===== src/rtl/blocpu_pkg.sv =====
// Shared types and default sizing for the blocpu run controller.
package blocpu_pkg;

  localparam int unsigned INSTR_W      = 12;
  localparam int unsigned IMEM_DEPTH   = 256;
  localparam int unsigned RESET_CYCLES = 4;
  localparam int unsigned CYC_W        = 32;
  localparam int unsigned TIMEOUT_CYC  = 1000000;

  typedef enum logic [2:0] {
    IDLE,
    LOAD,
    RST,
    START,
    RUN,
    DONE
  } run_state_t;

endpackage


===== src/rtl/blocpu_sat_counter.sv =====
// Saturating up-counter with synchronous clear; holds at all-ones.
module blocpu_sat_counter #(
  parameter int unsigned W = 32
) (
  input  logic         clk,
  input  logic         reset_n,
  input  logic         clr,
  input  logic         en,
  output logic [W-1:0] count
);

  always_ff @(posedge clk or negedge reset_n) begin
    if (!reset_n) begin
      count <= '0;
    end else if (clr) begin
      count <= '0;
    end else if (en && (count != '1)) begin
      count <= count + W'(1);
    end
  end

endmodule


===== src/rtl/blocpu_run_controller.sv =====
// Loads a program into blocpu_core imem, resets, starts and waits for the core to halt.
// Optional run cycle limit enabled by defining BLOCPU_RUN_TIMEOUT_EN.
module blocpu_run_controller #(
  parameter int unsigned INSTR_W      = blocpu_pkg::INSTR_W,
  parameter int unsigned IMEM_DEPTH   = blocpu_pkg::IMEM_DEPTH,
  parameter int unsigned RESET_CYCLES = blocpu_pkg::RESET_CYCLES,
  parameter int unsigned CYC_W        = blocpu_pkg::CYC_W
`ifdef BLOCPU_RUN_TIMEOUT_EN
  ,
  parameter int unsigned TIMEOUT_CYC  = blocpu_pkg::TIMEOUT_CYC
`endif
) (
  input  logic                          clk,
  input  logic                          reset_n,
  input  logic                          load_start,
  input  logic                          load_valid,
  output logic                          load_ready,
  input  logic [INSTR_W-1:0]            load_data,
  input  logic                          load_last,
  input  logic                          abort,
  output logic                          imem_we,
  output logic [$clog2(IMEM_DEPTH)-1:0] imem_addr,
  output logic [INSTR_W-1:0]            imem_wdata,
  output logic                          core_reset,
  output logic                          core_run,
  input  logic                          core_running,
  output logic                          busy,
  output logic                          done,
  output logic                          err,
  output logic [CYC_W-1:0]              cycles
);

  import blocpu_pkg::*;

  localparam int unsigned ADDR_W = $clog2(IMEM_DEPTH);
  localparam int unsigned RST_W  = $clog2(RESET_CYCLES + 1);

  run_state_t         state_q, state_d;
  logic [ADDR_W-1:0]  addr_q, addr_d;
  logic               ovf_q, ovf_d;
  logic [RST_W-1:0]   rst_cnt_q, rst_cnt_d;
  logic               err_d;
  logic               we_d;
  logic [ADDR_W-1:0]  waddr_d;
  logic [INSTR_W-1:0] wdata_d;
  logic               cyc_clr;
  logic               beat;

  assign beat = load_valid && load_ready;

`ifdef BLOCPU_RUN_TIMEOUT_EN
  logic timeout;
  // cycles is about to reach the limit on this RUN edge
  assign timeout = (cycles >= CYC_W'(TIMEOUT_CYC - 1));
`endif

  always_comb begin
    state_d   = state_q;
    addr_d    = addr_q;
    ovf_d     = ovf_q;
    rst_cnt_d = rst_cnt_q;
    err_d     = err;
    we_d      = 1'b0;
    waddr_d   = imem_addr;
    wdata_d   = imem_wdata;
    cyc_clr   = 1'b0;

    if (abort) begin
      state_d = IDLE;
    end else begin
      unique case (state_q)
        IDLE, DONE: begin
          if (load_start) begin
            state_d = LOAD;
            addr_d  = '0;
            ovf_d   = 1'b0;
            err_d   = 1'b0;
            cyc_clr = 1'b1;
          end
        end
        LOAD: begin
          if (beat) begin
            // once overflowed, remaining words are drained without writing
            if (!ovf_q) begin
              we_d    = 1'b1;
              waddr_d = addr_q;
              wdata_d = load_data;
              addr_d  = addr_q + ADDR_W'(1);
              if (!load_last && (addr_q == ADDR_W'(IMEM_DEPTH - 1))) begin
                ovf_d = 1'b1;
                err_d = 1'b1;
              end
            end
            if (load_last) begin
              state_d   = ovf_q ? IDLE : RST;
              rst_cnt_d = '0;
            end
          end
        end
        RST: begin
          if (rst_cnt_q == RST_W'(RESET_CYCLES - 1)) begin
            state_d = START;
          end else begin
            rst_cnt_d = rst_cnt_q + RST_W'(1);
          end
        end
        START: begin
          if (core_running) state_d = RUN;
        end
        RUN: begin
          if (!core_running) state_d = DONE;
`ifdef BLOCPU_RUN_TIMEOUT_EN
          if (timeout) begin
            state_d = DONE;
            err_d   = 1'b1;
          end
`endif
        end
        default: state_d = IDLE;
      endcase
    end
  end

  // Outputs are registered from the next state so they line up with the state register
  always_ff @(posedge clk or negedge reset_n) begin
    if (!reset_n) begin
      state_q    <= IDLE;
      addr_q     <= '0;
      ovf_q      <= 1'b0;
      rst_cnt_q  <= '0;
      err        <= 1'b0;
      imem_we    <= 1'b0;
      imem_addr  <= '0;
      imem_wdata <= '0;
      load_ready <= 1'b0;
      core_reset <= 1'b1;
      core_run   <= 1'b0;
      busy       <= 1'b0;
      done       <= 1'b0;
    end else begin
      state_q    <= state_d;
      addr_q     <= addr_d;
      ovf_q      <= ovf_d;
      rst_cnt_q  <= rst_cnt_d;
      err        <= err_d;
      imem_we    <= we_d;
      imem_addr  <= waddr_d;
      imem_wdata <= wdata_d;
      load_ready <= (state_d == LOAD);
      core_reset <= !(state_d inside {START, RUN});
      core_run   <= (state_d inside {START, RUN});
      busy       <= !(state_d inside {IDLE, DONE});
      done       <= (state_d == DONE);
    end
  end

  blocpu_sat_counter #(
    .W(CYC_W)
  ) u_cycles (
    .clk    (clk),
    .reset_n(reset_n),
    .clr    (cyc_clr),
    .en     (state_q == RUN),
    .count  (cycles)
  );

endmodule


===== config.mk =====
export PLATFORM = sky130hd
export DESIGN_NAME = blocpu_run_controller
export DESIGN_NICKNAME = d
export VERILOG_FILES = /design/src/rtl/blocpu_pkg.sv /design/src/rtl/blocpu_sat_counter.sv /design/src/rtl/blocpu_run_controller.sv
export SDC_FILE = /design/constraint.sdc
export NUM_CORES = 1
export LEC_CHECK = 0
export CAP_MARGIN = 0
export CORE_UTILIZATION = 47
export CTS_CLUSTER_SIZE = 8
export DETAILED_ROUTE_END_ITERATION = 10
export MAX_ROUTING_LAYER = met4
export PLACE_DENSITY = 0.82
export SYNTH_ARGS = -nofsm -noshare
export SYNTH_HDL_FRONTEND = slang
export SYNTH_SLANG_ARGS = --single-unit

===== constraint.sdc =====
create_clock -name clk -period 2.8 [get_ports clk]
set_input_delay 0.56 -clock clk [delete_from_list [all_inputs] [get_ports clk]]
set_output_delay 0.56 -clock clk [all_outputs]
set_load 0.005 [all_outputs]

==> results summary <==
The flow ran to the end, and the final reports show no timing, DRC or antenna violations. The end of the worst register-to-register path is u_cycles.count[4]. 78 I/O pins were placed. The number of iterations in the first detailed-routing pass came out at 4. Max-cap violations in this run came to 0. Summing internal, switching and leakage power gives 2.53 mW. The remaining number of nets flagged by the antenna check after routing is 0. The post-detailed-placement half-perimeter wirelength is 5.86 mm. The total die area is 8350 µm². The number of resized instances in the post-cts repair step came out at 0.

At the pin with the least slew margin, the transition time is 923 ps. The final worst clock skew came out at 13.7 ps. The minimum clock period after layout is 2390 ps. The initial antenna violation count is 0.

The analysis attributes to cell leakage a power of 2.04 nW. The largest net degree at the start of global routing came out at 75. The type of destination of the critical path is a flop. The internal reg-to-reg setup slack came out at 410 ps. The max-slew violation count came out at 0. The vertical die dimension came out at 91.4 µm.

The clock tree root driver cell is sky130_fd_sc_hd__clkbuf_8. The area growth from synthesis to final layout came out at 29.8%. The total of endpoints with negative setup slack in the final report is 0. The required time reported for the critical path endpoint is 3020 ps. The synthesized design contains 0 enable-type register cells. The number of cells on the worst reg-to-reg path came out at 7. The post-route setup TNS came out at 0 ps. The CTS tree is built. The number of global-route vias before repair came out at 3186. Global routing consumed, over all layers together, 22.9% of the routing resources.

The first routing iteration left 218 violations. The most common flop cell mapped by yosys is sky130_fd_sc_hd__dfrtp_1. The highest net fanout along the worst path is 42. The number of different library cells in the post-synthesis netlist is 52. STA classifies the critical path startpoint as a flop.

The final weighted congestion in routability-driven placement came out at 0.808. The proportion of synthesized chip area in sequential cells came out at 49.4%. The number of nets in the synthesized netlist is 380. At the worst endpoint, the arrival time is 2610 ps.

Of all flip-flops after synthesis, the portion carrying an async set or reset was 100%. The non-filler instance count after layout is 541. The TritonCTS buffer count is 9. The worst slew margin relative to its limit is 38.5%.

The count of warnings emitted by yosys is 0. The final-report hold violation count came out at 0. Synthesis produced a netlist whose cell count is 357. The routed design has 8.68 mm of wire. The post-route netlist has 14.8% of its cells at a drive strength greater than 1. The cell total after placement is 525. The post-detailed-placement cell area came out at 4610 µm². Power spread over the standard cell area amounts to 518 nW/µm². Setup repair after global routing left no endpoint under its margin. After clock tree synthesis, the clock-pin slew on the worst setup and hold paths is 80 ps. Across the VDD grid, the largest voltage drop is 0.332 mV. The total clock sinks is 74. The sum of overflow across all layers after global routing came out at 0.

The H-tree was split into 3 levels. The ratio of routed vias to standard cells is 5.85. The antenna diode instance count came out at 0.

The overall via count from detail_route came out at 3167. Dividing the detail-routed wire length by the instance count gives 16.0 µm. The synthesis-stage register bit count came out at 74.

The effective utilization at floorplan is 48.6%. The critical setup path kind is reg -> reg. The area of the mapped netlist is 3750 µm². The remaining design rule violation count came out at 0. The number of buffers inserted by port buffering came out at 77.

The area inside the core boundary is 7730 µm². For this run, the post-layout net count is 457. Of the available clock period, the critical path in the final layout requires 85.4%. Dividing the synthesized area by the synthesized cell count gives 10.5 µm². After clock tree synthesis, the setup repair step added 0 buffers. The maximum count of clock buffers along a single path came out at 2. The worst register-to-register path begins at u_cycles.count[0].

The upper clock frequency limit is 418 MHz. The hold-fix buffer count after cts is 0. The post-layout instance area is 4870 µm².

The first global-routing pass estimated 14.9 mm of wire. The die boundary width came out at 91.4 µm. The worst hold path belongs to the class in -> async. The clock reaches the later pin of the worst-skew pair after 360 ps.

The placement row count is 32.
## registers in the layout (all words and copies together), names as in the netlist
register	flops
addr_q	8
busy	1
core_reset	1
core_run	1
done	1
err	1
imem_addr	8
imem_wdata	12
imem_we	1
load_ready	1
ovf_q	1
rst_cnt_q	3
state_q	3
u_cycles.count	32
## layout by cell type (no fill, tap or decap), drive strengths merged, types with 11 or more instances in the layout
cell type	count
nand3	17
nand2	28
mux2	23
clkdlybuf4s50	76
or3	17
or4	13
nand4	11
nor2	14
a21oi	30
dfrtp	73
clkbuf	11
o21ai	22
## layout make-up
| type | instances | area (µm²) |
|---|---|---|
| Fill cell | 627 | 2860 |
| Clock inverter | 5 | 129 |
| Sequential cell | 74 | 1850 |
| Timing Repair Buffer | 86 | 836 |
| Inverter | 7 | 26.3 |
| Clock buffer | 11 | 131 |
| Multi-Input combinational cell | 256 | 1770 |
| Tap cell | 102 | 128 |
## worst max-delay path by stage
stage	from	end	slack, ps	depth (start not counted)
4_1_cts	u_cycles.count[0]	u_cycles.count[13]	440	7
3_3_place_gp	load_start	core_run	410	6
3_5_place_dp	abort	addr_q[7]	350	5
5_1_grt	u_cycles.count[0]	u_cycles.count[7]	250	7
2_1_floorplan	state_q[1]	imem_wdata[10]	730	6
6_report	u_cycles.count[0]	u_cycles.count[4]	410	7
## worst max-delay path, cell delays in order (launching register included)
cell                      delay [ps]
sky130_fd_sc_hd__dfrtp_1         470
sky130_fd_sc_hd__ha_1            220
sky130_fd_sc_hd__nand4_1         210
sky130_fd_sc_hd__or3_1           430
sky130_fd_sc_hd__nor4_4          290
sky130_fd_sc_hd__buf_4           380
sky130_fd_sc_hd__nor4b_1         120
sky130_fd_sc_hd__mux2i_1         130
## layer usage
metal / GRT usage, % / vias up / part of all wire, %
met5: - / - / 0
met1: 29.0 / 1594 / 44
met2: 36.8 / 85 / 50
met3: 5.11 / 9 / 4.7
li1: - / 1479 / -
met4: 6.61 / 0 / 1.1
## cells by family after synthesis
kind of cell | share of synthesized area (%)
DFF | 49.4
and+or+nand+nor | 23.4
muxes | 7.96
xor gates and xnor gates | 1.63
adders and majority gates | 1.33
AOI/OAI and AO/OA | 12.6
buffers and inverters | 3.77
## synthesized netlist by cell type (2+ instances only)
master / count / area, µm²
sky130_fd_sc_hd__a21oi_1: 30 / 150
sky130_fd_sc_hd__and3_1: 5 / 31.3
sky130_fd_sc_hd__and4_1: 5 / 43.8
sky130_fd_sc_hd__buf_2: 2 / 10.0
sky130_fd_sc_hd__buf_4: 4 / 30.0
sky130_fd_sc_hd__buf_6: 3 / 33.8
sky130_fd_sc_hd__clkbuf_1: 11 / 41.3
sky130_fd_sc_hd__dfrtp_1: 73 / 1830
sky130_fd_sc_hd__ha_1: 4 / 50.1
sky130_fd_sc_hd__inv_1: 7 / 26.3
sky130_fd_sc_hd__mux2_2: 23 / 259
sky130_fd_sc_hd__mux2i_1: 4 / 40.0
sky130_fd_sc_hd__nand2_1: 28 / 105
sky130_fd_sc_hd__nand2b_1: 2 / 12.5
sky130_fd_sc_hd__nand3_1: 16 / 80.1
sky130_fd_sc_hd__nand3b_1: 3 / 22.5
sky130_fd_sc_hd__nand4_1: 11 / 68.8
sky130_fd_sc_hd__nor2_1: 14 / 52.6
sky130_fd_sc_hd__nor2b_1: 2 / 12.5
sky130_fd_sc_hd__nor3_1: 5 / 25.0
sky130_fd_sc_hd__nor4_4: 3 / 63.8
sky130_fd_sc_hd__o211ai_1: 9 / 67.6
sky130_fd_sc_hd__o21ai_0: 22 / 110
sky130_fd_sc_hd__o31ai_1: 10 / 75.1
sky130_fd_sc_hd__or2_2: 2 / 12.5
sky130_fd_sc_hd__or3_1: 16 / 100
sky130_fd_sc_hd__or4_1: 13 / 97.6
sky130_fd_sc_hd__xnor2_1: 2 / 17.5
sky130_fd_sc_hd__xor2_1: 5 / 43.8
## metrics by stage
stage,hold WS [ps],util [%],setup WS (ps)
after global routing,410,63.1,251
final,338,63.1,408
after CTS,382,63.1,440
after global placement,487,59.7,407
after floorplan,264,-,732
after detailed placement,494,59.7,353
## power by group
part	leakage, nW	total, mW	internal [mW]	switching (mW)
registers	1.01	1.16	1.13	0.0341
logic	0.895	0.274	0.171	0.103
clock network	0.128	1.09	0.685	0.407
Power figures use the tool's default switching activity.
